$ cat config.mk
export PLATFORM = sky130hd
export DESIGN_NAME = baud_switch_ctrl
export DESIGN_NICKNAME = d
export VERILOG_FILES = /design/src/rtl/baud_switch_ctrl_pkg.sv /design/src/rtl/baud_switch_ctrl_timer.sv /design/src/rtl/baud_switch_ctrl.sv
export SDC_FILE = /design/constraint.sdc
export NUM_CORES = 1
export LEC_CHECK = 0
export BUFFER_PORTS_ARGS = -buffer_cell sky130_fd_sc_hd__buf_4
export CORE_MARGIN = 4
export CORE_UTILIZATION = 28
export CTS_CLUSTER_DIAMETER = 100
export DETAILED_ROUTE_END_ITERATION = 7
export GPL_TIMING_DRIVEN = 1
export SLEW_MARGIN = 0
export SYNTH_ARGS = -nofsm -noshare
export SYNTH_HDL_FRONTEND = slang
export SYNTH_SLANG_ARGS = --single-unit
$ cat constraint.sdc
create_clock -name src_clk -period 8.3 [get_ports src_clk]
set_input_delay 1.245 -clock src_clk [delete_from_list [all_inputs] [get_ports src_clk]]
set_output_delay 1.245 -clock src_clk [all_outputs]
set_load 0.02 [all_outputs]
$ cat src/rtl/baud_switch_ctrl_pkg.sv
// Shared types and helpers for the baud-rate switch controller.
// Select encodings match the Baudrate generator; state encoding is private to the controller.
package baud_switch_ctrl_pkg;

    localparam logic [1:0] SEL_9600    = 2'b00;
    localparam logic [1:0] SEL_57600   = 2'b01;
    localparam logic [1:0] SEL_115200  = 2'b10;
    localparam logic [1:0] SEL_INVALID = 2'b11;

    typedef enum logic [1:0] {
        ST_SETTLE = 2'd0,
        ST_IDLE   = 2'd1,
        ST_DRAIN  = 2'd2,
        ST_SWITCH = 2'd3
    } state_e;

    // Counter must hold SETTLE_CYCLES-1 and DRAIN_TIMEOUT-1; never narrower than 1 bit.
    function automatic int cnt_width(input int a, input int b);
        int m;
        int w;
        m = (a > b) ? a : b;
        w = $clog2(m);
        return (w < 1) ? 1 : w;
    endfunction

endpackage

$ cat src/rtl/baud_switch_ctrl_timer.sv
// cycle_timer: loadable saturating up/down counter with a compare-to-terminal flag.
// Latency: load/step take effect on the next edge; term_o is combinational from the count.
// Backpressure: none; the owner decides each cycle whether to load, step or hold.
module cycle_timer #(
    parameter int             W       = 4,
    parameter logic [W-1:0]   RST_VAL = '0
) (
    input  logic          src_clk,
    input  logic          rst_n,
    input  logic          load_i,
    input  logic [W-1:0]  load_val_i,
    input  logic          inc_i,
    input  logic          dec_i,
    input  logic [W-1:0]  term_val_i,
    output logic          term_o
);

    logic [W-1:0] cnt_q;
    logic [W-1:0] cnt_d;

    always_comb begin
        cnt_d = cnt_q;
        if (load_i) begin
            cnt_d = load_val_i;
        end else if (inc_i && (cnt_q != {W{1'b1}})) begin
            cnt_d = cnt_q + 1'b1;
        end else if (dec_i && (cnt_q != '0)) begin
            cnt_d = cnt_q - 1'b1;
        end
    end

    always_ff @(posedge src_clk or negedge rst_n) begin
        if (!rst_n) begin
            cnt_q <= RST_VAL;
        end else begin
            cnt_q <= cnt_d;
        end
    end

    assign term_o = (cnt_q == term_val_i);

endmodule

$ cat src/rtl/baud_switch_ctrl.sv
// baud_switch_ctrl: owns the Baudrate prescaler select; drains the UART, switches, then settles.
// Latency: accept-to-baud_ok is 2 + SETTLE_CYCLES plus one cycle per busy DRAIN cycle.
// Backpressure: req_ready low outside IDLE; uart_hold keeps TX/RX from starting frames meanwhile.
module baud_switch_ctrl
    import baud_switch_ctrl_pkg::*;
#(
    parameter int         SETTLE_CYCLES = 16,
    parameter int         DRAIN_TIMEOUT = 4096,
    parameter logic [1:0] DEFAULT_SEL   = SEL_9600
) (
    input  logic       src_clk,
    input  logic       rst_n,
    input  logic       req_valid,
    input  logic [1:0] req_sel,
    output logic       req_ready,
    input  logic       tx_busy,
    input  logic       rx_busy,
    output logic       uart_hold,
    output logic [1:0] prescaler_sel,
    output logic       baud_ok,
    output logic       done,
    output logic       err
);

    localparam int            CW          = cnt_width(SETTLE_CYCLES, DRAIN_TIMEOUT);
    localparam logic [CW-1:0] SETTLE_LOAD = CW'(SETTLE_CYCLES - 1);
    localparam logic [CW-1:0] DRAIN_LAST  = CW'(DRAIN_TIMEOUT - 1);

    state_e     state_q, state_d;
    logic [1:0] sel_q, sel_d;
    logic [1:0] pend_sel_q, pend_sel_d;
    logic       boot_q, boot_d;
    logic       done_q, done_d;
    logic       err_q, err_d;
    logic       idle_q, idle_d;

    logic          tmr_load;
    logic [CW-1:0] tmr_load_val;
    logic          tmr_inc;
    logic          tmr_dec;
    logic [CW-1:0] tmr_term_val;
    logic          tmr_term;

    // DRAIN counts up towards the timeout, SETTLE counts down towards zero.
    assign tmr_term_val = (state_q == ST_DRAIN) ? DRAIN_LAST : '0;

    cycle_timer #(
        .W       (CW),
        .RST_VAL (SETTLE_LOAD)
    ) u_timer (
        .src_clk    (src_clk),
        .rst_n      (rst_n),
        .load_i     (tmr_load),
        .load_val_i (tmr_load_val),
        .inc_i      (tmr_inc),
        .dec_i      (tmr_dec),
        .term_val_i (tmr_term_val),
        .term_o     (tmr_term)
    );

    always_comb begin
        state_d      = state_q;
        sel_d        = sel_q;
        pend_sel_d   = pend_sel_q;
        boot_d       = boot_q;
        done_d       = 1'b0;
        err_d        = 1'b0;
        tmr_load     = 1'b0;
        tmr_load_val = '0;
        tmr_inc      = 1'b0;
        tmr_dec      = 1'b0;

        case (state_q)
            ST_IDLE: begin
                if (req_valid) begin
                    if (req_sel == SEL_INVALID) begin
                        err_d = 1'b1;
                    end else if (req_sel == sel_q) begin
                        done_d = 1'b1;
                    end else begin
                        pend_sel_d   = req_sel;
                        state_d      = ST_DRAIN;
                        tmr_load     = 1'b1;
                        tmr_load_val = '0;
                    end
                end
            end
            ST_DRAIN: begin
                // An idle UART on the timeout cycle still completes the switch.
                if (!tx_busy && !rx_busy) begin
                    state_d = ST_SWITCH;
                end else if (tmr_term) begin
                    state_d = ST_IDLE;
                    err_d   = 1'b1;
                end else begin
                    tmr_inc = 1'b1;
                end
            end
            ST_SWITCH: begin
                sel_d        = pend_sel_q;
                state_d      = ST_SETTLE;
                tmr_load     = 1'b1;
                tmr_load_val = SETTLE_LOAD;
            end
            ST_SETTLE: begin
                if (tmr_term) begin
                    state_d = ST_IDLE;
                    done_d  = !boot_q;
                    boot_d  = 1'b0;
                end else begin
                    tmr_dec = 1'b1;
                end
            end
            default: begin
                state_d = ST_SETTLE;
            end
        endcase

        idle_d = (state_d == ST_IDLE);
    end

    always_ff @(posedge src_clk or negedge rst_n) begin
        if (!rst_n) begin
            state_q    <= ST_SETTLE;
            sel_q      <= DEFAULT_SEL;
            pend_sel_q <= DEFAULT_SEL;
            boot_q     <= 1'b1;
            done_q     <= 1'b0;
            err_q      <= 1'b0;
            idle_q     <= 1'b0;
        end else begin
            state_q    <= state_d;
            sel_q      <= sel_d;
            pend_sel_q <= pend_sel_d;
            boot_q     <= boot_d;
            done_q     <= done_d;
            err_q      <= err_d;
            idle_q     <= idle_d;
        end
    end

    assign req_ready     = idle_q;
    assign baud_ok       = idle_q;
    assign uart_hold     = !idle_q;
    assign prescaler_sel = sel_q;
    assign done          = done_q;
    assign err           = err_q;

endmodule

# Yosys cells after proc, flatten, opt, wreduce, memory -nomap -nowiden
# Index checks and enable logic that the tools add are counted.
dict set report word_totals {
  reg_bits 22
  input_bits 7
  output_inout_bits 7
  word_cells 61
}
dict set report op_classes {
  addsub 2
  n_eq_ne 8
  mux 29
  n_bitwise 2
  n_reduce_logical 12
}
# op n
set ops {}
lappend ops {{12-bit 2-to-1 mux} 4}
lappend ops {{1-bit 2-to-1 mux} 15}
lappend ops {{12-bit by 1-bit adder with 12-bit output, second input constant} 1}
lappend ops {{12-bit == test} 1}
lappend ops {{12-bit inequality test, second input constant} 1}
lappend ops {{12-bit nonzero test} 1}
lappend ops {{12-bit by 1-bit subtractor with 12-bit output, second input constant} 1}
lappend ops {{2-bit 2-to-1 mux} 5}
lappend ops {{2-bit case mux with 4 select lines} 1}
lappend ops {{2-bit == test, second input constant} 3}
lappend ops {{1-bit case mux with 2 select lines} 3}
lappend ops {{2-bit by 1-bit == test with 1-bit output, second input constant} 2}
lappend ops {{1-bit zero test} 4}
lappend ops {{4-bit 2-to-1 mux} 1}
lappend ops {{4-bit AND reduction} 1}
lappend ops {{1-bit logical AND} 3}
lappend ops {{3-bit nonzero test} 1}
lappend ops {{2-bit == test} 1}
lappend ops {{2-bit zero test} 1}
lappend ops {{1-bit inverter} 2}
lappend ops {{2-bit AND reduction} 1}

# Longest topological paths before layout
# Gate-level depths: netlist of run 1.
dict set report depth {
  word_depth 9
  depth_mapped 12
  depth_no_buf 11
}

# By module
# Synthesis of run 1 repeated with hierarchy kept, for this count alone.
dict set report hier_totals {
  cells_unflattened 197
  hier_area_um2 1821.7
}
# module instances cells_per_inst area_each_um2 seq_area_each_um2
set by_module_without_submodules {}
lappend by_module_without_submodules {cycle_timer 1 141 1258.7 305.3}
lappend by_module_without_submodules {baud_switch_ctrl 1 56 563.0 251.5}

# Least setup slack after synthesis of run 1
# Ideal clock, no wire load.
dict set report synth_timing {
  kind {in2reg}
  from {input port rx_busy}
  to {register u_timer.cnt_q[9]}
  setup_time_ps 126
  arrival_ps 3469
  required_time_ps 8174
  slack_ps 4704
  cell_stages 9
  n_path_buf 0
  path_cell_list {o21ai_2 -> or2_1 -> ha_1 -> a21oi_1 -> a21oi_1 -> o41ai_1 -> o21a_1 -> nor4_1 -> a311o_1}
}
dict set report synth_between {
  elab_chain_len 7
  word_cells_on_any_way 8
  cone_classes {4 x mux; 4 x reduce/logical}
}
# element line
set synth_lines {}
lappend synth_lines {{start: declaration} baud_switch_ctrl.sv:17} ;# input logic rx_busy,
lappend synth_lines {{1-bit zero test *} baud_switch_ctrl.sv:90} ;# if (!tx_busy && !rx_busy) begin
lappend synth_lines {{1-bit logical AND *} baud_switch_ctrl.sv:90}
lappend synth_lines {{1-bit 2-to-1 mux *} baud_switch_ctrl.sv:90}
lappend synth_lines {{1-bit 2-to-1 mux *} baud_switch_ctrl.sv:73} ;# case (state_q)
lappend synth_lines {{1-bit logical AND *} baud_switch_ctrl_timer.sv:25} ;# end else if (inc_i && (cnt_q != {W{1'b1}})) begin
lappend synth_lines {{12-bit 2-to-1 mux} baud_switch_ctrl_timer.sv:25}
lappend synth_lines {{12-bit 2-to-1 mux} baud_switch_ctrl_timer.sv:23} ;# if (load_i) begin
lappend synth_lines {{end signal: assignment} baud_switch_ctrl_timer.sv:36} ;# cnt_q <= cnt_d;
lappend synth_lines {{end: declaration} baud_switch_ctrl_timer.sv:18} ;# logic [W-1:0] cnt_q;
# Mark *: on every way between the ends. The rest lies on a longest branch, timed or not.
# A chain may end at the register's enable or synchronous reset.

# Final worst setup path of run 1
# Same ends and word-level chain as after synthesis.

==> results.txt, run 1 <==
The core region is 5610 µm². Of all nets on the critical path, the largest fanout is 14. After clock tree synthesis, the setup repair step added 0 buffers. The tools report the headroom to the max-slew limit as 0.626. The internal cell power came out at 0.484 mW. The run gives 0 as the count of final max-slew check failures. The run finished with clean final reports. Timing analysis after detailed placement gives a worst setup slack of 4.19 ns. The floorplan step set the die width to 84.7 µm. The final layout contains 208 nets. The count of clock tree sinks was 22; the number of buffers inserted by hold repair at cts was 0.

The portion of total power attributed to sequential cells was 0.244; the share of the clock period used by the worst path was 0.466. The routed design has 3740 µm of wire. The proportion of layout cells with a drive suffix above 1 was 0.195; the antenna diode count was 0. The tools report the hold violation total from the final report as 0.

The number of global-route vias before repair came out at 1279. The critical path endpoint category was a register. The logs give 7170 µm² for the overall die area and 0 for the count of warnings emitted by yosys. Port buffering added 13 buffers.

Max-cap violations in this run came to 0. The tools report the sequential fraction of the synthesis area as 0.338. The tools report the master cell of the clock root buffer as sky130_fd_sc_hd__clkbuf_8.

Switching share of power: 0.456. By area the synthesized netlist is led by sky130_fd_sc_hd__dfrtp_1 (26%), sky130_fd_sc_hd__ha_1 (11%), sky130_fd_sc_hd__dfstp_2 (8.0%). After floorplanning, the core was divided into 27 placement rows. The starting utilization of the core area was 0.293; the placed standard-cell area was 1810 µm². Total number of vias: 1370. Dividing the detail-routed wire length by the instance count gives 14.5 µm.

The completed layout was analyzed and its total power is 0.890 mW. The path class of the tightest hold or removal check is register to register. The HPWL after detailed placement is 2720 µm.

Across all register-to-register paths, the minimum setup slack is 4.58 ns. The mean post-synth cell area was 9.51 µm². The total global routing overflow is 0, and the average vias per placed instance is 5.33. The tools report the final count of negative-setup-slack endpoints as 0. For the part of the power in the clock network, the log shows 0.116. The run gives 6280 µm as the wire length of the first global-routing pass.

After clock tree synthesis, the repair step resized 0 gates. TritonCTS built the clock tree. The clock arrives with 0.0113 ns of skew.

The worst setup path is launched from an input pin. In the synthesized netlist the dominant register cell turns out to be sky130_fd_sc_hd__dfrtp_1. Across the VDD grid, the largest voltage drop is 0.126 mV.

The worst setup path is of the input pin to register kind. Setup repair after global routing left no endpoint under its margin. The die extent in y was 84.7 µm. The count of different cell masters after synthesis is 47. For the final routed database, the setup TNS stands at 0 ns. Data on the critical path is required at its endpoint by 8.47 ns. The logs give 14 for the total I/O pin count and 79 for the DRC marker count from the first detailed-route iteration.

TritonCTS created 3 clock buffers. The area growth from synthesis to layout is 14.1%, and the first-pass iteration count of the detailed router is 4. After synthesis the cells add up to 1650 µm².

Summed over all cells, the static leakage comes to 0.767 nW. The share of the synthesized area in the top cell type came out at 0.259. Clock latency on the worst-skew pair, taken at its later pin, is 0.27 ns. The routability-driven placement congestion ratio was 0.855. After routing the design area is 1880 µm². The total power divided by cell area is 474 nW/µm².

No sink is reached through more buffers than the 2 on the longest clock path. For this design the total switching power over the nets is 0.406 mW. For the arrival time at the worst endpoint, the log shows 4.04 ns. The count of flip-flops with a built-in enable after synthesis was 0; the fmax was 0.258 GHz. The total routing resource utilization after global routing came out at 0.106.

Setup slack on the critical path of the routed design comes to 4.43 ns. For the combinational share of power, the log shows 0.640. For the pin with the worst max-slew slack, the measured transition is 0.561 ns. For this run, design rule violations remaining after detail routing come to 0.

The proportion of register bits with asynchronous set or reset after synthesis is 1.00, and the instance count of the mapped netlist is 173. For the depth of the CTS H-tree, the log shows 1. Once detail routing completed, the nets flagged for antenna violations numbered 0.

After clock tree synthesis, the clock-pin slew on the worst setup and hold paths is 0.09 ns. The largest area contributor in the synthesized netlist was sky130_fd_sc_hd__dfrtp_1. Synthesis inferred 22 register bits. The synthesized net count was 195. The tools report the pin count of the biggest net entering global routing as 23. For the finished layout, the period the worst path requires is 3.87 ns. For the initial antenna violation count, the log shows 0.
## cell usage after synthesis (2+ instances only)
cell,instances
sky130_fd_sc_hd__o21a_1,2
sky130_fd_sc_hd__nand4_1,5
sky130_fd_sc_hd__a21o_1,4
sky130_fd_sc_hd__ha_1,14
sky130_fd_sc_hd__dfstp_2,5
sky130_fd_sc_hd__mux2i_1,3
sky130_fd_sc_hd__nor3_1,4
sky130_fd_sc_hd__clkbuf_1,3
sky130_fd_sc_hd__nor2_1,8
sky130_fd_sc_hd__o21bai_1,7
sky130_fd_sc_hd__a211oi_1,2
sky130_fd_sc_hd__o211ai_1,3
sky130_fd_sc_hd__o21ai_0,5
sky130_fd_sc_hd__or4_1,4
sky130_fd_sc_hd__nand3_1,4
sky130_fd_sc_hd__mux2_2,5
sky130_fd_sc_hd__or3_1,3
sky130_fd_sc_hd__nand2_1,15
sky130_fd_sc_hd__dfrtp_1,17
sky130_fd_sc_hd__a31oi_1,4
sky130_fd_sc_hd__nor4_1,2
sky130_fd_sc_hd__nor2b_1,4
sky130_fd_sc_hd__or4_4,2
sky130_fd_sc_hd__a21oi_1,17
sky130_fd_sc_hd__inv_1,5
sky130_fd_sc_hd__xnor2_1,5
## flip-flops by register name, summed over array words and instances (netlist names)
| name | count |
|---|---|
| boot_q | 1 |
| baud_ok | 1 |
| prescaler_sel | 2 |
| err | 1 |
| pend_sel_q | 2 |
| done | 1 |
| state_q | 2 |
| u_timer.cnt_q | 12 |
## power by group through the flow
stage                     clock network, mW  logic [mW]  registers (mW)
final                                 0.103       0.569           0.217
after global routing                  0.109       0.634           0.226
after CTS                             0.106       0.565           0.217
after detailed placement                  0       0.562           0.219
after global placement                    0       0.560           0.218
after floorplan                           0       0.450           0.213
## layer usage
| layer | routed length (µm) | up-vias | part of all wire | GRT usage |
|---|---|---|---|---|
| met4 | 67 | 0 | 0.018 | 0.0432 |
| met5 | 0 | - | 0 | 0 |
| met3 | 140 | 5 | 0.037 | 0.00883 |
| met1 | 1780 | 660 | 0.48 | 0.149 |
| met2 | 1740 | 28 | 0.47 | 0.166 |
| li1 | - | 677 | - | - |
## cell families (layout without fill, tap and decap cells)
| group | after synthesis | count (layout) | synth area share |
|---|---|---|---|
| and+or+nand+nor | 56 | 56 | 0.186 |
| adders and majority gates | 15 | 15 | 0.119 |
| DFF | 22 | 22 | 0.338 |
| xor gates and xnor gates | 5 | 5 | 0.0266 |
| buffers and inverters | 11 | 23 | 0.0327 |
| muxes | 8 | 8 | 0.0525 |
| AOI/OAI and AO/OA | 56 | 56 | 0.245 |
## metrics by stage
| step | utilization | cells | hold WS, ns |
|---|---|---|---|
| after global routing | 0.335 | 257 | 0.509 |
| after global placement | 0.322 | 253 | 0.483 |
| after floorplan | - | 173 | 0.473 |
| final | 0.335 | 257 | 0.495 |
| after CTS | 0.335 | 257 | 0.497 |
| after detailed placement | 0.322 | 253 | 0.484 |
## placed cells by master, fill, tap and decap left out, drive strengths merged, types with 2 or more instances in the layout
master  Yosys  final
a21oi      17     17
dfrtp      17     17
nand2      15     15
ha         14     14
buf         3     14
nor2        8      8
o21bai      7      7
o21ai       7      7
or4         6      6
nand4       5      5
inv         5      5
mux2        5      5
xnor2       5      5
dfstp       5      5
nor3        5      5
nor2b       4      4
a31oi       4      4
nand3       4      4
a21o        4      4
mux2i       3      3
o211ai      3      3
or3         3      3
clkbuf      3      3
nor4        2      2
a211oi      2      2
o21a        2      2
or2         2      2
## path summary, 6_finish.rpt
| path | startpoint | to | depth (start not counted) |
|---|---|---|---|
| setup / recovery | rx_busy | u_timer.cnt_q[9] | 10 |
| hold / removal | boot_q | boot_q | 1 |
| setup reg to reg | u_timer.cnt_q[0] | u_timer.cnt_q[9] | 10 |
| hold reg to reg | boot_q | boot_q | 1 |
| max in group asynchronous | rst_n | boot_q | 1 |
| min in group asynchronous | rst_n | u_timer.cnt_q[6] | 1 |
## worst max-delay path: stages
cell and delay, ns:
sky130_fd_sc_hd__buf_4 0.12, sky130_fd_sc_hd__o21ai_2 0.25, sky130_fd_sc_hd__or2_1 0.51, sky130_fd_sc_hd__ha_1 0.40, sky130_fd_sc_hd__a21oi_1 0.27, sky130_fd_sc_hd__a21oi_1 0.15
sky130_fd_sc_hd__o41ai_1 0.52, sky130_fd_sc_hd__o21a_1 0.19, sky130_fd_sc_hd__nor4_1 0.05, sky130_fd_sc_hd__a311o_1 0.33
## cell type report
| class | count | area [µm²] |
|---|---|---|
| clock buffers | 3 | 41.3 |
| clock inverters | 1 | 30.0 |
| fillers | 593 | 3730 |
| inverters | 5 | 18.8 |
| multi-input cells | 140 | 1030 |
| flip-flops and latches | 22 | 557 |
| well taps | 72 | 90.1 |
| repair buffers | 14 | 105 |
Power figures use the tool's default switching activity.
==> inputs of run 2 (changes only) <==
==> constraint.sdc (replaced) <==
create_clock -name src_clk -period 3.99 [get_ports src_clk]
set_input_delay 0.5985 -clock src_clk [delete_from_list [all_inputs] [get_ports src_clk]]
set_output_delay 0.5985 -clock src_clk [all_outputs]
set_load 0.02 [all_outputs]
==> run 2 against run 1 <==
Global-route usage about the same. Final cell count is 0.39% higher. Routed wire length is 1.0% higher. Count of clock-buffer cells in the layout unchanged. Sequential power grew 110%. Largest cell class unchanged. Register-to-register slack worse by 4.0 ns. Critical path type is now register to register. Sequential cell count is the same. Via count rose by 0.29%. Utilization grew 0.13 points. Clock power increased by 110%. First-iteration DRC count is 23% lower. Combinational power increased by 110%.
==> results.txt, run 2 (same netlist as run 1, synthesis figures left out) <==
The headroom to the max-slew limit was 0.635; the wire length of the first global-routing pass was 6270 µm. The antenna diode count came out at 0. The critical setup path kind is register to register. The depth of the CTS H-tree was 1.

Critical path endpoint category: a register. Total I/O pin count: 14. Across the whole layout, storage elements account for 557 µm². The hold violation total from the final report was 0; the number of buffers inserted by hold repair at cts was 0. The total power divided by cell area came out at 982 nW/µm². For the starting utilization of the core area, the log shows 0.293.

The filler cells instantiated in the layout total 592. Hold is met by 0.201 ns. The initial antenna violation count is 0, and the clock insertion delay at the later pin of the skew report is 0.27 ns. In this run the core area contains 27 standard-cell rows. Once the clock tree was built, the setup fixing pass inserted 0 buffers. The run gives 4.15 ns as the required time of the critical path. The antenna violation net count after detailed routing was 0. The cell at the slowest stage of the critical path was sky130_fd_sc_hd__o41ai_1. The worst setup path is launched from a register.

The register with the most flip-flops in the layout has 12 of them. Setup violations remaining at the end of the flow were counted as 0. Post-CTS repair changed the size of 0 cells. TritonCTS built the clock tree. The total number of vias was 1374. Die outline width: 84.7 µm. The internal power of the cells totals 1.01 mW. The run gives 258 as the non-filler instance count after layout. For this design the static power due to leakage is 0.771 nW. Counting the buffers created by CTS gives 3.

The logs give 0.336 for the utilization of the core after routing and 22 for the count of clock tree sinks. Summed over all layers, the global routing overflow is 0. The portion of total power attributed to sequential cells came out at 0.247. The count of final max-slew check failures was 0. The die extent in y came out at 84.7 µm. The minimum setup slack after placement is 0.632 ns, and the clock tree skew after final layout is 0.0104 ns. The share of the clock period used by the worst path is 0.850, and the total number of nets in the final design is 209. STA puts the critical path data arrival time at 3.56 ns.

The combinational share of power is 0.636. CTS placed an instance of sky130_fd_sc_hd__clkbuf_8 at the clock tree root. The register with the most flip-flops is u_timer.cnt_q. The min-delay analysis places its worst path in the category input pin to asynchronous set/reset pin.

The pre-antenna-repair detailed-routing pass consisted of 4 iterations. The cell area after layout is 1880 µm², and the final critical-path setup slack is 0.598 ns. The fmax is 0.295 GHz. The proportion of layout cells with a drive suffix above 1 was 0.199; the average vias per placed instance was 5.33. Subtracting the final worst setup slack from the clock period gives 3.39 ns. The first routing iteration left 61 violations. The total routing resource utilization after global routing came out at 0.106.

In this run the cell area measured after placement is 1810 µm². The clock slew at the register clock pins of the worst setup and hold paths is 0.10 ns, and the average wire per standard cell is 14.6 µm. The floorplan step defined a die boundary enclosing 7170 µm². The highest net fanout along the worst path works out to 8. For this run, design rule violations remaining after detail routing come to 0. After floorplanning, the core was sized to cover 5610 µm². Buffers placed on the I/O ports in this run total 13. Counting tap cells, the placed design contains a total of 254 instances. Wires add up to 3770 µm. Walking the worst path, the cells encountered are inv_1 > ha_1 > o21ai_2 > or2_1 > ha_1 > a21oi_1 > a21oi_1 > o41ai_1 > o21a_1 > nor4_1 > a311o_1.

Across the run, the number of max-cap violations was 0. The tools report the final sum of negative setup slack as 0 ns. The flow ran to the end, and the final reports show no timing, DRC or antenna violations. The completed layout was analyzed and its total power is 1.85 mW. Setup repair after global routing left no endpoint under its margin. The part of the power in the clock network was 0.116. The peak supply drop was 0.267 mV; the slew at the pin closest to its max-slew limit was 0.534 ns. The pin count of the biggest net entering global routing was 23. The top cell types in the final layout, fill and taps aside, are sky130_fd_sc_hd__a21oi_1 (17), sky130_fd_sc_hd__dfrtp_1 (17), sky130_fd_sc_hd__nand2_1 (15), sky130_fd_sc_hd__buf_4 (15), sky130_fd_sc_hd__ha_1 (14).

Area of the multi-input gates: 1030 µm². At the end of routability-driven placement, the weighted congestion stood at 0.802. The switching share of power is 0.455, and the number of global-route vias before repair is 1312. For this design the total switching power over the nets is 0.843 mW. The run gives 2850 µm as the estimated wirelength of the detail-placed design. On the worst path, the slowest cell contributes a delay of 0.54 ns. The longest clock path from root to sink contains 2 buffers. Area growth from synthesis to layout: 14.5%.
-- run 2: cell types whose count changed in the layout (fill, tap and decap cells not counted), sizes merged --
cell  previous run  this run
buf             14        15
-- run 2: layout make-up --
| cell class | instances | area share |
|---|---|---|
| Clock buffer | 3 | 0.0219 |
| Sequential cell | 22 | 0.295 |
| Inverter | 5 | 0.00996 |
| Multi-Input combinational cell | 140 | 0.549 |
| Tap cell | 72 | 0.0478 |
| Clock inverter | 1 | 0.0159 |
| Timing Repair Buffer | 15 | 0.0598 |
-- run 2: path summary, 6_finish.rpt --
kind	slack [ns]	startpoint	cells past startpoint	endpoint
max in group asynchronous	3.49	rst_n	1	u_timer.cnt_q[1]
worst max register to register	0.60	state_q[0]	11	u_timer.cnt_q[9]
worst min register to register	0.49	boot_q	1	boot_q
min in group src_clk	0.49	boot_q	1	boot_q
worst min-delay path	0.20	rst_n	1	u_timer.cnt_q[10]
worst max-delay path	0.60	state_q[0]	11	u_timer.cnt_q[9]
-- run 2: critical path: cells and delay by family, from the launching register on --
family	cells	cell delay, ns
buffers and inverters	1	0.10
flip-flops	1	0.41
AND/OR/NAND/NOR	2	0.38
AO/OA/AOI/OAI	6	1.65
adder cells (fa/ha/maj)	2	0.77
-- run 2: power by group through the flow --
| stage | Combinational [mW] | Sequential (mW) | Clock [mW] |
|---|---|---|---|
| floorplan | 0.937 | 0.442 | 0 |
| global placement | 1.17 | 0.455 | 0 |
| detailed placement | 1.17 | 0.462 | 0 |
| CTS | 1.18 | 0.456 | 0.223 |
| global route | 1.32 | 0.473 | 0.231 |
| finish | 1.18 | 0.458 | 0.215 |
-- run 2: routing by layer --
layer	vias to the layer above	wire, µm	track usage
li1	681	-	-
met1	672	1810	0.143
met2	19	1840	0.180
met3	2	90	0.00785
met4	0	36	0.0302
met5	-	0	0
